$ cat config.mk
export PLATFORM = sky130hd
export DESIGN_NAME = pre_if_stage
export DESIGN_NICKNAME = d
export VERILOG_FILES = /design/src/rtl/pre_if_stage_pkg.sv /design/src/rtl/pfs_redirect_buf.sv /design/src/rtl/pre_if_stage.sv
export SDC_FILE = /design/constraint.sdc
export NUM_CORES = 1
export LEC_CHECK = 0
export ABC_AREA = 1
export CAP_MARGIN = 0
export CORE_MARGIN = 10
export CORE_UTILIZATION = 40
export CTS_CLUSTER_SIZE = 12
export DETAILED_ROUTE_END_ITERATION = 10
export GPL_ROUTABILITY_DRIVEN = 0
export HOLD_SLACK_MARGIN = 0.05
export PLACE_DENSITY = 0.78
export SYNTH_ARGS = -nofsm -noshare
export SYNTH_HDL_FRONTEND = slang
export SYNTH_SLANG_ARGS = --single-unit
$ cat constraint.sdc
create_clock -name clk -period 3.5 [get_ports clk]
set_input_delay 0.35 -clock clk [delete_from_list [all_inputs] [get_ports clk]]
set_output_delay 0.35 -clock clk [all_outputs]
set_load 0.02 [all_outputs]
$ cat src/rtl/pre_if_stage_pkg.sv
// Shared bus widths, field layouts and reset/exception addresses for the pre-IF stage.
package pre_if_stage_pkg;
  localparam int BR_BUS_WD        = 35;
  localparam int PFS_TO_FS_BUS_WD = 33;
  localparam int PFS_STALE        = 32;

  localparam logic [31:0] RESET_PC_DEF  = 32'hbfc00000;
  localparam logic [31:0] EX_VECTOR_DEF = 32'hbfc00380;

  typedef enum logic [1:0] {IDLE, REQ, HOLD} pfs_state_t;

  typedef struct packed {
    logic        br_or_jump_op;
    logic        br_stall;
    logic        br_taken;
    logic [31:0] br_target;
  } br_bus_t;

  typedef struct packed {
    logic        stale;
    logic [31:0] pc;
  } pfs_to_fs_bus_t;
endpackage

$ cat src/rtl/pfs_redirect_buf.sv
// Priority merge of live redirects with a single-entry buffer of redirects not yet fetched.
module pfs_redirect_buf
  import pre_if_stage_pkg::*;
#(
  parameter logic [31:0] EX_VECTOR = EX_VECTOR_DEF
) (
  input  logic        clk,
  input  logic        reset,
  input  logic        ws_ex,
  input  logic        ws_eret,
  input  logic [31:0] cp0_epc,
  input  logic        br_taken,
  input  logic [31:0] br_target,
  input  logic        consume,
  output logic        redirect,
  output logic        pick_valid,
  output logic [31:0] pick_target,
  output logic        exc_pending
);
  logic        buf_valid;
  logic        buf_is_exc;
  logic [31:0] buf_target;
  logic        exc_now;
  logic [31:0] exc_target;

  assign exc_now     = ws_ex | ws_eret;
  assign exc_target  = ws_ex ? EX_VECTOR : cp0_epc;
  assign redirect    = exc_now | br_taken;
  assign exc_pending = buf_valid & buf_is_exc;
  assign pick_valid  = exc_now | buf_valid | br_taken;

  always_comb begin
    pick_target = br_target;
    if (exc_now)        pick_target = exc_target;
    else if (buf_valid) pick_target = buf_target;
  end

  // A pending exception/eret entry must survive any later branch.
  always_ff @(posedge clk) begin
    if (reset) begin
      buf_valid  <= 1'b0;
      buf_is_exc <= 1'b0;
      buf_target <= 32'h0;
    end else if (consume) begin
      buf_valid  <= 1'b0;
      buf_is_exc <= 1'b0;
    end else if (exc_now) begin
      buf_valid  <= 1'b1;
      buf_is_exc <= 1'b1;
      buf_target <= exc_target;
    end else if (br_taken && !exc_pending) begin
      buf_valid  <= 1'b1;
      buf_is_exc <= 1'b0;
      buf_target <= br_target;
    end
  end
endmodule

$ cat src/rtl/pre_if_stage.sv
// Pre-IF stage: next-PC selection and address phase of the instruction SRAM port.
// Superseded in-flight fetches are handed to IF marked stale.
module pre_if_stage
  import pre_if_stage_pkg::*;
#(
  parameter logic [31:0] RESET_PC  = RESET_PC_DEF,
  parameter logic [31:0] EX_VECTOR = EX_VECTOR_DEF
) (
  input  logic                        clk,
  input  logic                        reset,
  input  logic                        fs_allowin,
  input  logic [BR_BUS_WD-1:0]        br_bus,
  input  logic                        ws_ex,
  input  logic                        ws_eret,
  input  logic [31:0]                 cp0_epc,
  output logic                        inst_sram_req,
  output logic                        inst_sram_wr,
  output logic [1:0]                  inst_sram_size,
  output logic [3:0]                  inst_sram_wstrb,
  output logic [31:0]                 inst_sram_addr,
  output logic [31:0]                 inst_sram_wdata,
  input  logic                        inst_sram_addr_ok,
  output logic                        pfs_to_fs_valid,
  output logic [PFS_TO_FS_BUS_WD-1:0] pfs_to_fs_bus
);
  br_bus_t        br;
  pfs_state_t     state, next_state;
  pfs_to_fs_bus_t out_bus;
  logic [31:0]    req_addr, last_pc, seq_base, next_pc, pick_target;
  logic           stale_flag, br_live, go, load, handoff_req, handoff_hold;
  logic           redirect, pick_valid, exc_pending, entry_stale;
  logic           unused_br_op;

  assign br           = br_bus;
  assign unused_br_op = br.br_or_jump_op;
  assign br_live      = br.br_taken & ~br.br_stall;

  // Exceptions, erets and a buffered exception entry all ignore br_stall.
  assign go           = (fs_allowin & ~br.br_stall) | ws_ex | ws_eret | exc_pending;
  assign handoff_req  = (state == REQ) & inst_sram_addr_ok & fs_allowin;
  assign handoff_hold = (state == HOLD) & fs_allowin;
  assign load         = ((state == IDLE) & go) | (handoff_req & go);
  assign entry_stale  = stale_flag | redirect;
  // In REQ the entry being handed over is the sequential predecessor; a stale
  // entry always has a redirect live or buffered, which overrides this base.
  assign seq_base     = (state == REQ) ? req_addr : last_pc;
  assign next_pc      = pick_valid ? pick_target : seq_base + 32'd4;

  pfs_redirect_buf #(.EX_VECTOR(EX_VECTOR)) u_redirect_buf (
    .clk        (clk),
    .reset      (reset),
    .ws_ex      (ws_ex),
    .ws_eret    (ws_eret),
    .cp0_epc    (cp0_epc),
    .br_taken   (br_live),
    .br_target  (br.br_target),
    .consume    (load),
    .redirect   (redirect),
    .pick_valid (pick_valid),
    .pick_target(pick_target),
    .exc_pending(exc_pending)
  );

  always_ff @(posedge clk) begin
    if (reset) state <= IDLE;
    else       state <= next_state;
  end

  always_comb begin
    next_state = state;
    case (state)
      IDLE: if (go) next_state = REQ;
      REQ:  if (inst_sram_addr_ok) next_state = !fs_allowin ? HOLD : (go ? REQ : IDLE);
      HOLD: if (fs_allowin) next_state = IDLE;
      default: next_state = IDLE;
    endcase
  end

  always_comb begin
    inst_sram_req   = (state == REQ);
    pfs_to_fs_valid = handoff_req | handoff_hold;
    out_bus.stale   = entry_stale;
    out_bus.pc      = req_addr;
  end

  always_ff @(posedge clk) begin
    if (reset) begin
      req_addr   <= 32'h0;
      last_pc    <= RESET_PC - 32'd4;
      stale_flag <= 1'b0;
    end else begin
      if (load) begin
        req_addr   <= next_pc;
        stale_flag <= 1'b0;
      end else if (state != IDLE && redirect) begin
        stale_flag <= 1'b1;
      end
      if ((handoff_req || handoff_hold) && !entry_stale) last_pc <= req_addr;
    end
  end

  assign pfs_to_fs_bus   = out_bus;
  assign inst_sram_addr  = req_addr;
  assign inst_sram_wr    = 1'b0;
  assign inst_sram_size  = 2'b10;
  assign inst_sram_wstrb = 4'h0;
  assign inst_sram_wdata = 32'h0;
endmodule

==> metrics.txt, run 1 <==
outcome finished clean; First-pass DRT Iterations 5; root buf cell clkbuf_16; #FFs+latches synth 101; clk sink count 101; total CTS buffers 9; width of the die 147.6 um; largest net degree at the start of global routing 87; First DRT Iteration DRCs 587; hpwl dp 14740 um; Fin Setup TNS 0 ns; Area contributors post-synth dfxtp_1, nand2_1, o21ai_0; Post-synth EDFFs 0; Worst Setup End Kind primary output; drt drc 0; Die ar. 21780 um2; Final Cell Area 7925 um2; Layout Skew 0.007797 ns; Port Buffers 138; routed metal-1 wirelength 8655 um; Final Hold Fails 0; Critical Path Start Type register; sequential-to-total area share from yosys stat 0.3105; Synth top area share 0.3105; hold_buf cts 0; Avg Inst Size Synth 6.429 um2; Overflow after GRT 0; Layout area overhead 21.69%; Initial Util 0.4085; Vias/cell 5.182; DR WL/cell 15.39 um; Max Fanout on Critical Path 10; layout cell share with drive strength beyond 1 0.08173; Final setup viols 0; Slew @ Worst Pin 0.9258 ns; cell area after synthesis 6512 um2; top sig layer met4; Antenna Cells 0; PwrDens 448.4 nW/um2; top-level I/O count 179; Slew HR 0.3821; synth unique cells 44; count leader, synth nand2_1; final WL 20090 um; first-pass GRT wire length 32150 um; Max Fclk 0.3941 GHz; critical path class register to primary output; post-CTS setup repair buffer count 0; async set or reset register ratio after synthesis 0; leakage 3.398 nW; Hold Path Class register to register; NumNets Final 1159; Post-synth top cells nand2_1, o21ai_0, dfxtp_1; YS warnings 0; CTS tree done; ys flop type dfxtp_1; RSZ-0062 raised after global routing false; Fillers 1604; Clock Latency Late Sink 0.35 ns; GRT Util Overall 0.1765; number of global-route vias before repair 6239; core box area 15940 um2; CP Data Required Time 3.15 ns; Data arrival, critical path 2.19 ns; Final period util 0.7251; DR WL met3 2081 um; clk buf depth 2; chip height 147.6 um; Post-Syn Instances 1013; total vias in the final route 6762; cts repair resizes 0; htree depth 3; Placement Rows 46; Clock transition at path regs 0.07 ns; Pins Over Slew Limit 0; post-route ant nets 0; met2 wire length 8898 um; initial antenna violation count 0; dpl cell area 7615 um2; largest area contributor in the netlist dfxtp_1; Max Cap Viol 0; worst vdd ir 0.2299 mV; min Tclk post-route 2.538 ns
==> worst paths after layout <==
kind,cells after the start,from,to,slack (ns)
worst max register to register,12,state[1],inst_sram_addr[28],1.11
worst max-delay path,5,state[0],pfs_to_fs_valid,0.96
worst min register to register,2,u_redirect_buf.buf_target[0],u_redirect_buf.buf_target[0],0.46
worst min-delay path,2,u_redirect_buf.buf_target[0],u_redirect_buf.buf_target[0],0.46
==> cells by family after synthesis <==
group	Yosys count	synth area share
simple gates	478	0.3237
compound gates	239	0.2008
other cells	2	0.001153
fa+ha+maj	1	0.001921
xor+xnor	2	0.002690
flops	101	0.3105
buf+inv	190	0.1593
==> sequential cells by signal, summed over array words and instances, names as in the netlist <==
name,flops
u_redirect_buf.buf_is_exc,1
inst_sram_addr,32
last_pc,32
stale_flag,1
u_redirect_buf.buf_valid,1
state,2
u_redirect_buf.buf_target,32
==> layer usage <==
layer	up-vias	GRT usage
li1	3381	-
met1	3054	0.2225
met2	296	0.2755
met3	31	0.05739
met4	0	0.06392
met5	-	0
==> stage by stage <==
stage	util	worst slack (ns)	instances	hold WS, ns	power, mW
floorplan	-	1.473	1050	0.4224	2.162
global placement	0.4776	0.8713	1290	0.4410	2.491
detailed placement	0.4776	0.8070	1290	0.4502	2.510
CTS	0.4971	0.9489	1305	0.4616	3.555
global route	0.4971	0.8129	1305	0.4834	3.729
finish	0.4971	0.9623	1305	0.4603	3.554
==> worst max-delay path: stages (launching register included) <==
cell and delay [ns]:
dfxtp_1 0.52, inv_2 0.09, nor2_4 0.27, nand2_2 0.12
a21oi_1 0.19, clkdlybuf4s50_1 0.65
==> power breakdown <==
| part | internal, mW | total (mW) | switching, mW | leakage, nW |
|---|---|---|---|---|
| sequential | 1.25 | 1.36 | 0.101 | 0.831 |
| clock | 0.610 | 1.06 | 0.450 | 0.155 |
| combinational | 0.431 | 1.14 | 0.708 | 2.41 |
| total | 2.30 | 3.55 | 1.26 | 3.40 |
==> cells in the final DEF (no fill, tap or decap), types with 6 or more instances in the layout <==
cell | netlist | layout
a21oi_1 | 54 | 54
nor2_4 | 7 | 7
nand2_2 | 22 | 22
buf_4 | 74 | 15
nor2_2 | 14 | 16
inv_1 | 54 | 53
nand2_1 | 257 | 257
a31oi_1 | 38 | 38
clkdlybuf4s50_1 | 0 | 138
inv_2 | 5 | 6
nand3_1 | 84 | 84
conb_1 | 2 | 39
o21ai_0 | 119 | 119
o211ai_1 | 8 | 8
o21ai_1 | 6 | 6
nor2_1 | 76 | 74
clkbuf_16 | 0 | 9
dfxtp_1 | 101 | 101
==> layout make-up <==
| cell class | count | area [um2] | area share |
|---|---|---|---|
| Multi-Input combinational cell | 759 | 3597 | 0.4539 |
| Sequential cell | 101 | 2022 | 0.2551 |
| Timing Repair Buffer | 153 | 1494 | 0.1885 |
| Tap cell | 216 | 270.3 | 0.03410 |
| Clock buffer | 12 | 266.5 | 0.03363 |
| Inverter | 61 | 231.5 | 0.02921 |
| Clock inverter | 3 | 43.79 | 0.005526 |
No activity file was read; power rests on OpenSTA's default activity.
==> run 2: changes to the inputs <==
==> constraint.sdc (replaced) <==
create_clock -name clk -period 2.5 [get_ports clk]
set_input_delay 0.25 -clock clk [delete_from_list [all_inputs] [get_ports clk]]
set_output_delay 0.25 -clock clk [all_outputs]
set_load 0.02 [all_outputs]
==> run 2 against run 1 <==
- first-iteration DRC count decreased by 5.5%
- register-to-register slack worse by 0.78 ns
- critical path depth did not move
- clock skew about the same
- final cell count increased by 0.92%
- die area did not move
- largest cell class unchanged
- highest routed layer unchanged
==> metrics.txt, run 2 (same netlist as run 1, synthesis figures left out) <==
GRT Util Overall 0.1797; Overflow after GRT 0; Hold Startpoint u_redirect_buf.buf_target[1]; leakage 3.465 nW; First DRT Iteration DRCs 555; fin util 0.5061; top-level I/O count 179; DR WL/cell 15.29 um; clk sink count 101; CTS tree done; width of the die 147.6 um; Clock Latency Late Sink 0.36 ns; core box area 15940 um2; chip height 147.6 um; Fin Setup TNS 0 ns; Max Fclk 0.4234 GHz; post-CTS setup repair buffer count 0; Clock transition at path regs 0.07 ns; layout cell share with drive strength beyond 1 0.09264; cts repair resizes 0; hpwl dp 15190 um; Pins Over Slew Limit 0; number of global-route vias before repair 6347; Final period util 0.9447; clk buf depth 2; CP cell instances inv_2 > nor2_4 > nand2_2 > a21oi_1 > clkdlybuf4s50_1; total CTS buffers 9; Reg2Reg Capture Point inst_sram_addr[24]; Max Cap Viol 0; drt drc 0; Final Worst Setup Slack 0.1384 ns; Seq pwr share 0.371; Final Cell Area 8069 um2; Data arrival, critical path 2.11 ns; commonest non-fill, non-tap cell in the layout nand2_1; hold path depth 2; internal reg-to-reg setup slack 0.33 ns; critical path class register to primary output; Die ar. 21780 um2; first-pass GRT wire length 32770 um; Hold Path Class register to register; First-pass DRT Iterations 6; Sw Ratio 0.3523; Vias/cell 5.149; r2r worst-path depth 13; total vias in the final route 6781; worst vdd ir 0.4543 mV; start of the worst register-to-register path state[1]; Max Fanout on Critical Path 10; Post-Place Worst Slack 0.2153 ns; Final Hold Fails 0; NumNets Final 1170; post-route ant nets 0; root buf cell clkbuf_16; RSZ-0062 raised after global routing false; dpl cell area 7735 um2; Initial Util 0.4085; Tot Pwr 5.099 mW; clock network power share 0.309; Final setup viols 0; PwrDens 632.0 nW/um2; largest net degree at the start of global routing 58; P_sw 1.797 mW; Slowest-stage cell, CP clkdlybuf4s50_1; Worst Setup End Kind primary output; Internal Power 3.303 mW; CP Data Required Time 2.25 ns; outcome finished clean; Comb pwr share 0.320; initial antenna violation count 0; Port Buffers 138; Placement Rows 46; Layout Skew 0.007655 ns; min Tclk post-route 2.362 ns; Layout area overhead 23.90%; final WL 20130 um; Antenna Cells 0; WHS Endpoint u_redirect_buf.buf_target[1]; hold_buf cts 0; htree depth 3; most frequent cells in the layout nand2_1, clkdlybuf4s50_1, o21ai_0, dfxtp_1, nand3_1; Critical Path Start Type register; CP peak stage delay 0.64 ns
run 2: worst max-delay path by stage:
stage	start	to	slack, ns	cells after the start
CTS	state[0]	pfs_to_fs_valid	0.003	5
finish	state[0]	pfs_to_fs_valid	0.14	5
floorplan	state[1]	inst_sram_addr[24]	0.47	15
detailed placement	ws_eret	pfs_to_fs_bus[32]	0.22	6
global route	state[0]	pfs_to_fs_valid	0.05	5
global placement	ws_eret	pfs_to_fs_bus[32]	0.23	6
run 2: final cells by class:
cell class,instances,area [um2]
Fill cell,1573,7874
Multi-Input combinational cell,759,3597
Sequential cell,101,2023
Timing Repair Buffer,164,1614
Tap cell,216,270.3
Clock buffer,10,239.0
Inverter,61,231.5
Clock inverter,6,93.84
run 2: critical path, delay by kind of cell (launching register included):
kind	cells	cell delay, ns
flip-flops	1	0.44
AND/OR/NAND/NOR	2	0.39
buffers and inverters	2	0.72
AO/OA/AOI/OAI	1	0.20
run 2: per-layer routing:
| layer | track usage | vias up | part of all wire |
|---|---|---|---|
| met5 | 0 | - | 0 |
| met4 | 0.05352 | 0 | 0.012 |
| met3 | 0.05128 | 15 | 0.098 |
| met2 | 0.2840 | 285 | 0.45 |
| met1 | 0.2320 | 3079 | 0.44 |
| li1 | - | 3402 | - |
run 2: power by group through the flow:
stage	registers (mW)	clock network [mW]	logic, mW
final	1.89	1.57	1.63
after detailed placement	1.93	0	1.62
after global placement	1.93	0	1.60
after global routing	1.92	1.66	1.79
after floorplan	1.96	0	1.07
after CTS	1.89	1.59	1.62
run 2: through the flow:
step | std cells | hold WS, ns
final | 1317 | 0.4584
after global routing | 1317 | 0.4839
after CTS | 1317 | 0.4606
after detailed placement | 1301 | 0.4512
after global placement | 1301 | 0.4454
after floorplan | 1050 | 0.3224
==> run 3: changes to the inputs <==
--- a/config.mk
+++ b/config.mk
@@ -13,7 +13,7 @@
 export DETAILED_ROUTE_END_ITERATION = 10
 export GPL_ROUTABILITY_DRIVEN = 0
 export HOLD_SLACK_MARGIN = 0.05
-export PLACE_DENSITY = 0.78
+export PLACE_DENSITY = 0.71
 export SYNTH_ARGS = -nofsm -noshare
 export SYNTH_HDL_FRONTEND = slang
 export SYNTH_SLANG_ARGS = --single-unit
==> run 3 against run 2 <==
- final area up 0.28%
- register-to-register slack about the same
- maximum frequency up 0.98%
- clock skew up 0.0014 ns
- sequential power about the same
==> metrics.txt, run 3 (same netlist as run 1, synthesis figures left out) <==
outcome finished clean; root buf cell clkbuf_16; Final setup viols 0; clk sink count 101; Max Fanout on Critical Path 10; NumNets Final 1172; Layout Skew 0.009022 ns; Max Fclk 0.4276 GHz; total CTS buffers 9; Data arrival, critical path 2.09 ns; Hold Path Class register to register; RSZ-0062 raised after global routing false; Initial Util 0.4085; internal reg-to-reg setup slack 0.32 ns; Final period util 0.9355; Max Cap Viol 0; htree depth 3; initial antenna violation count 0; Final Hold Fails 0; Worst Setup End Kind primary output; min Tclk post-route 2.339 ns; final WL 19980 um; drt drc 0; Post-Place Worst Slack 0.2231 ns; core box area 15940 um2; number of global-route vias before repair 6245; total vias in the final route 6595; CP cell instances inv_2 > nor2_4 > nand2_2 > a21oi_1 > clkdlybuf4s50_1; post-route ant nets 0; most frequent cells in the layout nand2_1, clkdlybuf4s50_1, o21ai_0, dfxtp_1, nand3_1; hold path depth 2; hpwl dp 15190 um; PwrDens 617.0 nW/um2; Fin Setup TNS 0 ns; layout cell share with drive strength beyond 1 0.09519; Slowest-stage cell, CP clkdlybuf4s50_1; DR WL/cell 15.15 um; Slew @ Worst Pin 0.5059 ns; CP peak stage delay 0.66 ns; CTS tree done; total stage count of the critical path 5; commonest non-fill, non-tap cell in the layout nand2_1; Hold Startpoint u_redirect_buf.buf_target[0]; Pins Over Slew Limit 0; First-pass DRT Iterations 5; Antenna Cells 0; r2r worst-path depth 10; Port Buffers 138; Reg2Reg Capture Point inst_sram_addr[18]; Overflow after GRT 0; width of the die 147.6 um; Clock Latency Late Sink 0.36 ns; worst path bufs/invs 2; first-pass GRT wire length 32530 um; GRT Util Overall 0.1784; Slew HR 0.6592; crit path launch state[0]; CP endpoint pfs_to_fs_valid; Final Worst Setup Slack 0.1614 ns; critical path class register to primary output; leakage 3.478 nW; chip height 147.6 um; top-level I/O count 179; clk buf depth 2; Die ar. 21780 um2; Layout area overhead 24.25%; CP delay by family, top buffers and inverters; CP Data Required Time 2.25 ns; First DRT Iteration DRCs 507; Critical Path Start Type register; Vias/cell 5.000; start of the worst register-to-register path state[0]; Placement Rows 46; Clock transition at path regs 0.07 ns; worst vdd ir 0.3519 mV; largest net degree at the start of global routing 65
## run 3: changes by cell type in the layout (fill, tap and decap cells not counted)
cell	change
a31oi_1	-1
a31oi_2	+1
buf_12	+2
bufinv_16	-1
clkbuf_8	+1
clkinv_2	+2
clkinv_4	-1
inv_6	-1
## run 3: where the power goes
part           internal (mW)  switching [mW]  total, mW
registers               1.76           0.136       1.89
clock network          0.831           0.637       1.47
logic                  0.635           0.996       1.63
## run 3: metrics by stage
step | utilization | cell area, um2 | instances | total power, mW | hold slack (ns)
after floorplan | - | 6651 | 1050 | 3.027 | 0.3224
after global placement | 0.4877 | 7775 | 1303 | 3.528 | 0.4465
after detailed placement | 0.4877 | 7775 | 1303 | 3.549 | 0.4561
after CTS | 0.5071 | 8084 | 1319 | 5.002 | 0.4704
after global routing | 0.5075 | 8092 | 1319 | 5.245 | 0.4928
final | 0.5075 | 8092 | 1319 | 4.993 | 0.4702
## run 3: cell type report
class                           count  area [um2]
Fill cell                        1633        7851
Multi-Input combinational cell    759        3603
Sequential cell                   101        2023
Timing Repair Buffer              166        1654
Tap cell                          216       270.3
Clock buffer                       11       252.7
Inverter                           61       231.5
Clock inverter                      5       56.30
## run 3: tightest hold or removal path: stages (launching register included)
cell and delay (ns):
dfxtp_1 0.30, inv_1 0.07, a21oi_1 0.06
## run 3: what timing repair did
action,CTS,global route
buffers inserted,0,0
gates resized for setup,0,2
endpoints found under the setup margin,0,2
hold buffers,0,0
## run 3: per-layer routing
layer,global-route usage,vias up,part of all wire
met5,0,-,0
met4,0.04559,0,0.0097
met3,0.05403,13,0.10
met2,0.2829,249,0.44
met1,0.2306,2930,0.45
li1,-,3403,-
## run 3: how the worst min path moves through the flow
stage                                               to
after floorplan                               state[0]
after global placement                     last_pc[31]
after detailed placement                   last_pc[31]
after CTS                 u_redirect_buf.buf_target[0]
after global routing                          state[1]
final                     u_redirect_buf.buf_target[0]
